==> config.mk <==
export PLATFORM = sky130hd
export DESIGN_NAME = gng_stats_flat
export DESIGN_NICKNAME = d
export VERILOG_FILES = /design/src/rtl/gng_stats_if.sv /design/src/rtl/gng_stats.sv /design/src/flat_wrapper.sv
export SDC_FILE = /design/constraint.sdc
export NUM_CORES = 1
export LEC_CHECK = 0
export ABC_AREA = 0
export CORE_MARGIN = 2
export CORE_UTILIZATION = 35
export CTS_CLUSTER_SIZE = 30
export DETAILED_ROUTE_END_ITERATION = 16
export GPL_ROUTABILITY_DRIVEN = 0
export SLEW_MARGIN = 30
export SYNTH_ARGS = -nofsm -noshare
export SYNTH_HDL_FRONTEND = slang
export SYNTH_SLANG_ARGS = --single-unit
==> constraint.sdc <==
create_clock -name clk -period 6.4 [get_ports clk]
set_clock_uncertainty 0.05 [all_clocks]
set_input_delay 1.92 -clock clk [delete_from_list [all_inputs] [get_ports clk]]
set_output_delay 1.92 -clock clk [all_outputs]
set_load 0.1 [all_outputs]
==> src/rtl/gng_stats_if.sv <==
// Handshake and result bundle between the gng sample stream, its controller
// and the gng_stats window statistics block.
interface gng_stats_if #(
    parameter int LOG2_N = 16,
    parameter int DW     = 16
);
    logic                       start;
    logic                       ce;
    logic                       valid_in;
    logic [DW-1:0]              data_in;
    logic                       busy;
    logic                       done;
    logic [DW+LOG2_N-1:0]       sum_out;
    logic [2*DW-2+LOG2_N:0]     sumsq_out;
    logic [DW-1:0]              mean_out;
    logic [2*DW-2:0]            msq_out;
    logic [DW-1:0]              max_abs_out;

    modport slave (
        input  start, valid_in, data_in,
        output ce, busy, done, sum_out, sumsq_out, mean_out, msq_out, max_abs_out
    );

    modport master (
        output start, valid_in, data_in,
        input  ce, busy, done, sum_out, sumsq_out, mean_out, msq_out, max_abs_out
    );
endinterface

==> src/rtl/gng_stats.sv <==
// Window statistics over 2**LOG2_N accepted gng samples: sum, sum of squares,
// mean, mean square and peak magnitude, with a 3-stage accumulate pipeline.
//
// state   | meaning
// S_IDLE  | waiting for start; results from last window held
// S_FILL  | ce high, accepting samples until the window is full
// S_DRAIN | ce low, 3 cycles to flush the S1..S3 pipeline
// S_DONE  | one cycle, results registered, done high
module gng_stats #(
    parameter int LOG2_N = 16,
    parameter int DW     = 16
) (
    input  logic        clk,
    input  logic        rstn,
    gng_stats_if.slave  bus
);
    localparam int SW = DW + LOG2_N;
    localparam int MW = 2*DW - 1;
    localparam int QW = MW + LOG2_N;
    localparam logic [LOG2_N:0] LAST_IDX = (LOG2_N+1)'((1 << LOG2_N) - 1);

    typedef enum logic [1:0] {S_IDLE, S_FILL, S_DRAIN, S_DONE} state_t;

    state_t                 r_state;
    logic                   r_ce;
    logic                   r_busy;
    logic                   r_done;
    logic [LOG2_N:0]        r_cnt;
    logic [1:0]             r_drain;

    logic                   r_s1_v;
    logic signed [DW-1:0]   r_s1_x;
    logic                   r_s2_v;
    logic signed [DW-1:0]   r_s2_x;
    logic [MW-1:0]          r_s2_sq;
    logic [DW-1:0]          r_s2_abs;

    logic signed [SW-1:0]   r_sum;
    logic [QW-1:0]          r_sumsq;
    logic [DW-1:0]          r_max;

    logic [SW-1:0]          r_sum_out;
    logic [QW-1:0]          r_sumsq_out;
    logic [DW-1:0]          r_mean_out;
    logic [MW-1:0]          r_msq_out;
    logic [DW-1:0]          r_max_out;

    logic                   w_acc;
    logic [MW-1:0]          w_sq;
    logic [DW-1:0]          w_abs;

    assign w_acc = r_ce && bus.valid_in;
    // (-2**(DW-1))**2 = 2**(2DW-2) still fits the MW-bit unsigned square
    assign w_sq  = MW'(r_s1_x * r_s1_x);
    assign w_abs = r_s1_x[DW-1] ? (~r_s1_x + DW'(1)) : r_s1_x;

    always_ff @(posedge clk or negedge rstn) begin
        if (!rstn) begin
            r_state     <= S_IDLE;
            r_ce        <= 1'b0;
            r_busy      <= 1'b0;
            r_done      <= 1'b0;
            r_cnt       <= '0;
            r_drain     <= '0;
            r_s1_v      <= 1'b0;
            r_s1_x      <= '0;
            r_s2_v      <= 1'b0;
            r_s2_x      <= '0;
            r_s2_sq     <= '0;
            r_s2_abs    <= '0;
            r_sum       <= '0;
            r_sumsq     <= '0;
            r_max       <= '0;
            r_sum_out   <= '0;
            r_sumsq_out <= '0;
            r_mean_out  <= '0;
            r_msq_out   <= '0;
            r_max_out   <= '0;
        end else begin
            r_s1_v <= w_acc;
            if (w_acc) r_s1_x <= bus.data_in;
            r_s2_v <= r_s1_v;
            if (r_s1_v) begin
                r_s2_x   <= r_s1_x;
                r_s2_sq  <= w_sq;
                r_s2_abs <= w_abs;
            end
            if (r_s2_v) begin
                r_sum   <= r_sum + SW'(r_s2_x);
                r_sumsq <= r_sumsq + QW'(r_s2_sq);
                if (r_s2_abs > r_max) r_max <= r_s2_abs;
            end

            case (r_state)
                S_IDLE: begin
                    if (bus.start) begin
                        r_state     <= S_FILL;
                        r_ce        <= 1'b1;
                        r_busy      <= 1'b1;
                        r_cnt       <= '0;
                        r_s1_v      <= 1'b0;
                        r_s2_v      <= 1'b0;
                        r_sum       <= '0;
                        r_sumsq     <= '0;
                        r_max       <= '0;
                        r_sum_out   <= '0;
                        r_sumsq_out <= '0;
                        r_mean_out  <= '0;
                        r_msq_out   <= '0;
                        r_max_out   <= '0;
                    end
                end
                S_FILL: begin
                    if (w_acc) begin
                        r_cnt <= r_cnt + 1'b1;
                        if (r_cnt == LAST_IDX) begin
                            r_state <= S_DRAIN;
                            r_ce    <= 1'b0;
                            r_drain <= '0;
                        end
                    end
                end
                S_DRAIN: begin
                    r_drain <= r_drain + 1'b1;
                    if (r_drain == 2'd2) begin
                        r_state     <= S_DONE;
                        r_busy      <= 1'b0;
                        r_done      <= 1'b1;
                        r_sum_out   <= r_sum;
                        r_sumsq_out <= r_sumsq;
                        r_mean_out  <= r_sum[SW-1:LOG2_N];
                        r_msq_out   <= r_sumsq[QW-1:LOG2_N];
                        r_max_out   <= r_max;
                    end
                end
                default: begin
                    r_state <= S_IDLE;
                    r_done  <= 1'b0;
                end
            endcase
        end
    end

    assign bus.ce          = r_ce;
    assign bus.busy        = r_busy;
    assign bus.done        = r_done;
    assign bus.sum_out     = r_sum_out;
    assign bus.sumsq_out   = r_sumsq_out;
    assign bus.mean_out    = r_mean_out;
    assign bus.msq_out     = r_msq_out;
    assign bus.max_abs_out = r_max_out;
endmodule

==> src/flat_wrapper.sv <==
// flat-port wrapper written by rule: the top's interface ports become plain ports
module gng_stats_flat 
#(
    parameter int LOG2_N = 16,
    parameter int DW     = 16
)
  (clk, rstn, bus_start, bus_valid_in, bus_data_in, bus_ce, bus_busy, bus_done, bus_sum_out, bus_sumsq_out, bus_mean_out, bus_msq_out, bus_max_abs_out);
  gng_stats_if #(.LOG2_N(LOG2_N), .DW(DW)) bus_i ();
  input  logic clk;
  input  logic rstn;
  input wire logic [$bits(bus_i.start)-1:0] bus_start;
  input wire logic [$bits(bus_i.valid_in)-1:0] bus_valid_in;
  input wire logic [$bits(bus_i.data_in)-1:0] bus_data_in;
  output wire logic [$bits(bus_i.ce)-1:0] bus_ce;
  output wire logic [$bits(bus_i.busy)-1:0] bus_busy;
  output wire logic [$bits(bus_i.done)-1:0] bus_done;
  output wire logic [$bits(bus_i.sum_out)-1:0] bus_sum_out;
  output wire logic [$bits(bus_i.sumsq_out)-1:0] bus_sumsq_out;
  output wire logic [$bits(bus_i.mean_out)-1:0] bus_mean_out;
  output wire logic [$bits(bus_i.msq_out)-1:0] bus_msq_out;
  output wire logic [$bits(bus_i.max_abs_out)-1:0] bus_max_abs_out;
  assign bus_i.start = bus_start;
  assign bus_i.valid_in = bus_valid_in;
  assign bus_i.data_in = bus_data_in;
  assign bus_ce = bus_i.ce;
  assign bus_busy = bus_i.busy;
  assign bus_done = bus_i.done;
  assign bus_sum_out = bus_i.sum_out;
  assign bus_sumsq_out = bus_i.sumsq_out;
  assign bus_mean_out = bus_i.mean_out;
  assign bus_msq_out = bus_i.msq_out;
  assign bus_max_abs_out = bus_i.max_abs_out;
  gng_stats #(.LOG2_N(LOG2_N), .DW(DW)) u_core (.clk(clk), .rstn(rstn), .bus(bus_i));
endmodule
==> run metrics <==
status finished clean; io pins 165; Synth warnings 0; critical path's top delay family adder cells; Antenna diodes 0; WL final 60.7 mm; clock period minus worst slack 6.25 ns; CTS root buf clkbuf_16; largest net degree at the start of global routing 108; First-pass DRT Iterations 5; nets@finish 3001; DR WL/cell 17.4 um; share of cells above drive strength 1 11.9%; RSZ-0062 raised after global routing yes; clk_lat worst skew 0.55 ns; fin. max-slew vios 0; share of synthesized registers carrying an async set or reset 100%; DR vias/cell 5.13; Hold Vio Cnt, Final 0; Yosys cell types 78; critical path depth 21; Post-DRT Antenna Nets 0; vias after detailed routing 17900; Worst R2R Setup Slack 0.15 ns; CP endpoint kind flip-flop; worst hold path endpoint u_core.r_drain[1]; most frequent cells in the layout inv_1 (348), dfrtp_1 (283), fa_1 (217); hold path startpoint u_core.r_drain[1]; Fillers 6506; max-cap check violation count 0; CP arrival 6.63 ns; worst min-delay path category reg2reg; GRT Util Overall 17.3%; Hold Crit Depth 2; top cells by area, synth dfrtp_1 (30%), fa_1 (19%), ha_1 (9.0%); Fmax 160 MHz; WP data required 6.78 ns; RR Endpoint u_core.r_s2_sq[29]; Setup violations, final 0; Core Area 0.0683 mm^2; EDFF count, synth 0; Post-route DRC 0; slowest CP cell fa_1; Setup crit start kind flip-flop; post-synthesis sequential element count 292; initial antenna violation count 0; Slew Limit Headroom 30.8%; mapped cell area 0.0240 mm^2; post-synth top area share 30.4%; WS Path Type reg2reg; sequential share of the synthesized area 30.4%; die area 0.0708 mm^2; HPWL Detailed 46.9 mm; Hold WS 0.438 ns; Buffers on Ports 164; total CTS buffers 35; pin slew with the least headroom to its limit 1.04 ns; CTS Hold Bufs 0; Crit path buffers/inverters 4; Syn Inst Count 2427; Post-Place Setup Slack -0.0167 ns; number of global-route vias before repair 18200; most used cell, CP fa_1; worst path cell trace buf_6 -> nand2_1 -> fa_1 -> fa_1 -> fa_2 -> inv_2 -> fa_2 -> fa_1 -> inv_1 -> fa_1 -> inv_1 -> ha_2 -> a22o_4 -> or4_4 -> nor4_4 -> o31ai_2 -> a21oi_2 -> o21ai_2 -> a311oi_2 -> xnor2_1 -> mux2_4; commonest non-fill, non-tap cell in the layout inv_1; Bufs on Longest Clock Path 3; fin util 41.5%; net count of the mapped netlist 2848; Final Worst Setup Slack 0.150 ns; CP Max Fanout 9; drt initial violations 966; first-pass GRT wire length 99.2 mm; worst r2r src u_core.r_s1_x[1]; global route overflow 0; clock slew at reported path FFs 0.06 ns; Top FF cell, synth dfrtp_1; syn avg cell area 9.90 um^2; Rows 96; synth-to-layout area growth 18.0%; die height 266 um; CTS sink cnt 292; Starting Density 35.2%; R2R depth 21; largest area contributor in the netlist dfrtp_1; H-tree Lvls 2; Final period util 97.7%; CTS tree done; Die X-Extent 266 um; critical path's largest stage delay 0.59 ns
-- worst max path at each step --
stage / start / end / slack [ns]
after global placement: u_core.r_s1_x[8] / u_core.r_s2_sq[29] / 0.01
after floorplan: u_core.r_s1_x[11] / u_core.r_s2_sq[29] / 0.002
after CTS: u_core.r_s1_x[8] / u_core.r_s2_sq[29] / 0.004
after detailed placement: u_core.r_s1_x[8] / u_core.r_s2_sq[29] / -0.02
after global routing: u_core.r_s1_x[3] / u_core.r_s2_sq[29] / -0.07
final: u_core.r_s1_x[1] / u_core.r_s2_sq[29] / 0.15
-- worst min-delay path: cells and delay by family, from the launching register on --
kind / cells / cell delay (ns)
AOI/OAI and AO/OA: 1 / 0.06
DFF: 1 / 0.35
and+or+nand+nor: 1 / 0.05
-- per-layer routing --
metal	routed length (um)	vias to the layer above	part of all wire [%]	GRT usage, %
met4	1350	0	2.2	4.37
li1	-	8402	-	-
met2	29100	388	48	28.9
met5	0	-	0	0
met3	2620	84	4.3	2.47
met1	27600	9008	45	23.7
-- cell families (layout without fill, tap and decap cells) --
group           after synthesis  after routing  share of synthesized area (%)
simple gates                525            525                           10.4
buf+inv                     513            691                           8.75
flops                       292            292                           30.4
fa+ha+maj                   401            401                           28.0
xor+xnor                    117            117                           4.26
compound gates              486            486                           14.0
mux                          93             93                           4.18
-- cell usage after synthesis, types with 6 or more instances --
master	instances
o21bai_1	6
o31ai_1	11
nand4_1	15
a31oi_1	7
o22ai_1	7
nor3_1	24
and2_1	42
a21o_1	48
xor2_1	52
fa_1	229
or3_1	12
a211oi_1	24
nand3_1	53
mux2i_1	37
a22o_1	97
o21a_1	14
o211ai_1	9
or4_1	9
dfrtp_1	292
mux2_2	55
o21ai_0	85
nor2_1	148
buf_1	11
ha_1	172
o21ai_1	6
and3_1	22
nor2b_1	10
nand2b_1	20
a21oi_1	116
clkbuf_1	87
nand2_1	144
a31o_2	6
xnor2_1	65
inv_1	364
buf_4	47
-- layout make-up --
class | instances | area, um^2 | share of cell area [%]
multi-input combinational | 1622 | 14900 | 52.5
sequential | 292 | 7320 | 25.8
clock buffer | 50 | 1010 | 3.57
timing repair buffer | 262 | 2510 | 8.87
clock inverter | 12 | 141 | 0.499
inverter | 367 | 1380 | 4.86
tap | 882 | 1100 | 3.89
-- per-stage QoR --
stage          std cells  instance area (um^2)  setup TNS [ns]
6_report            3487                 28400               0
5_1_grt             3487                 28400          -0.228
4_1_cts             3470                 28000               0
3_5_place_dp        3408                 26800         -0.0167
3_3_place_gp        3407                 26800               0
2_1_floorplan       2427                 24100               0
-- state kept, by name (all words and copies together) (netlist names), 17 cells and up --
name                  flops
u_core.r_sumsq           47
u_core.bus.sumsq_out     17
u_core.r_cnt             17
u_core.bus.sum_out       17
u_core.bus.msq_out       30
u_core.r_s2_sq           29
u_core.r_sum             32
-- repair_timing --
item                                    CTS  global route
resized for setup                         1            89
endpoints found under the setup margin    2            11
pin swaps                                 1            47
buffers inserted                          0            17
Power is not shown: default switching activity piles up to over one toggle a cycle in this logic, so the estimate is an artifact.
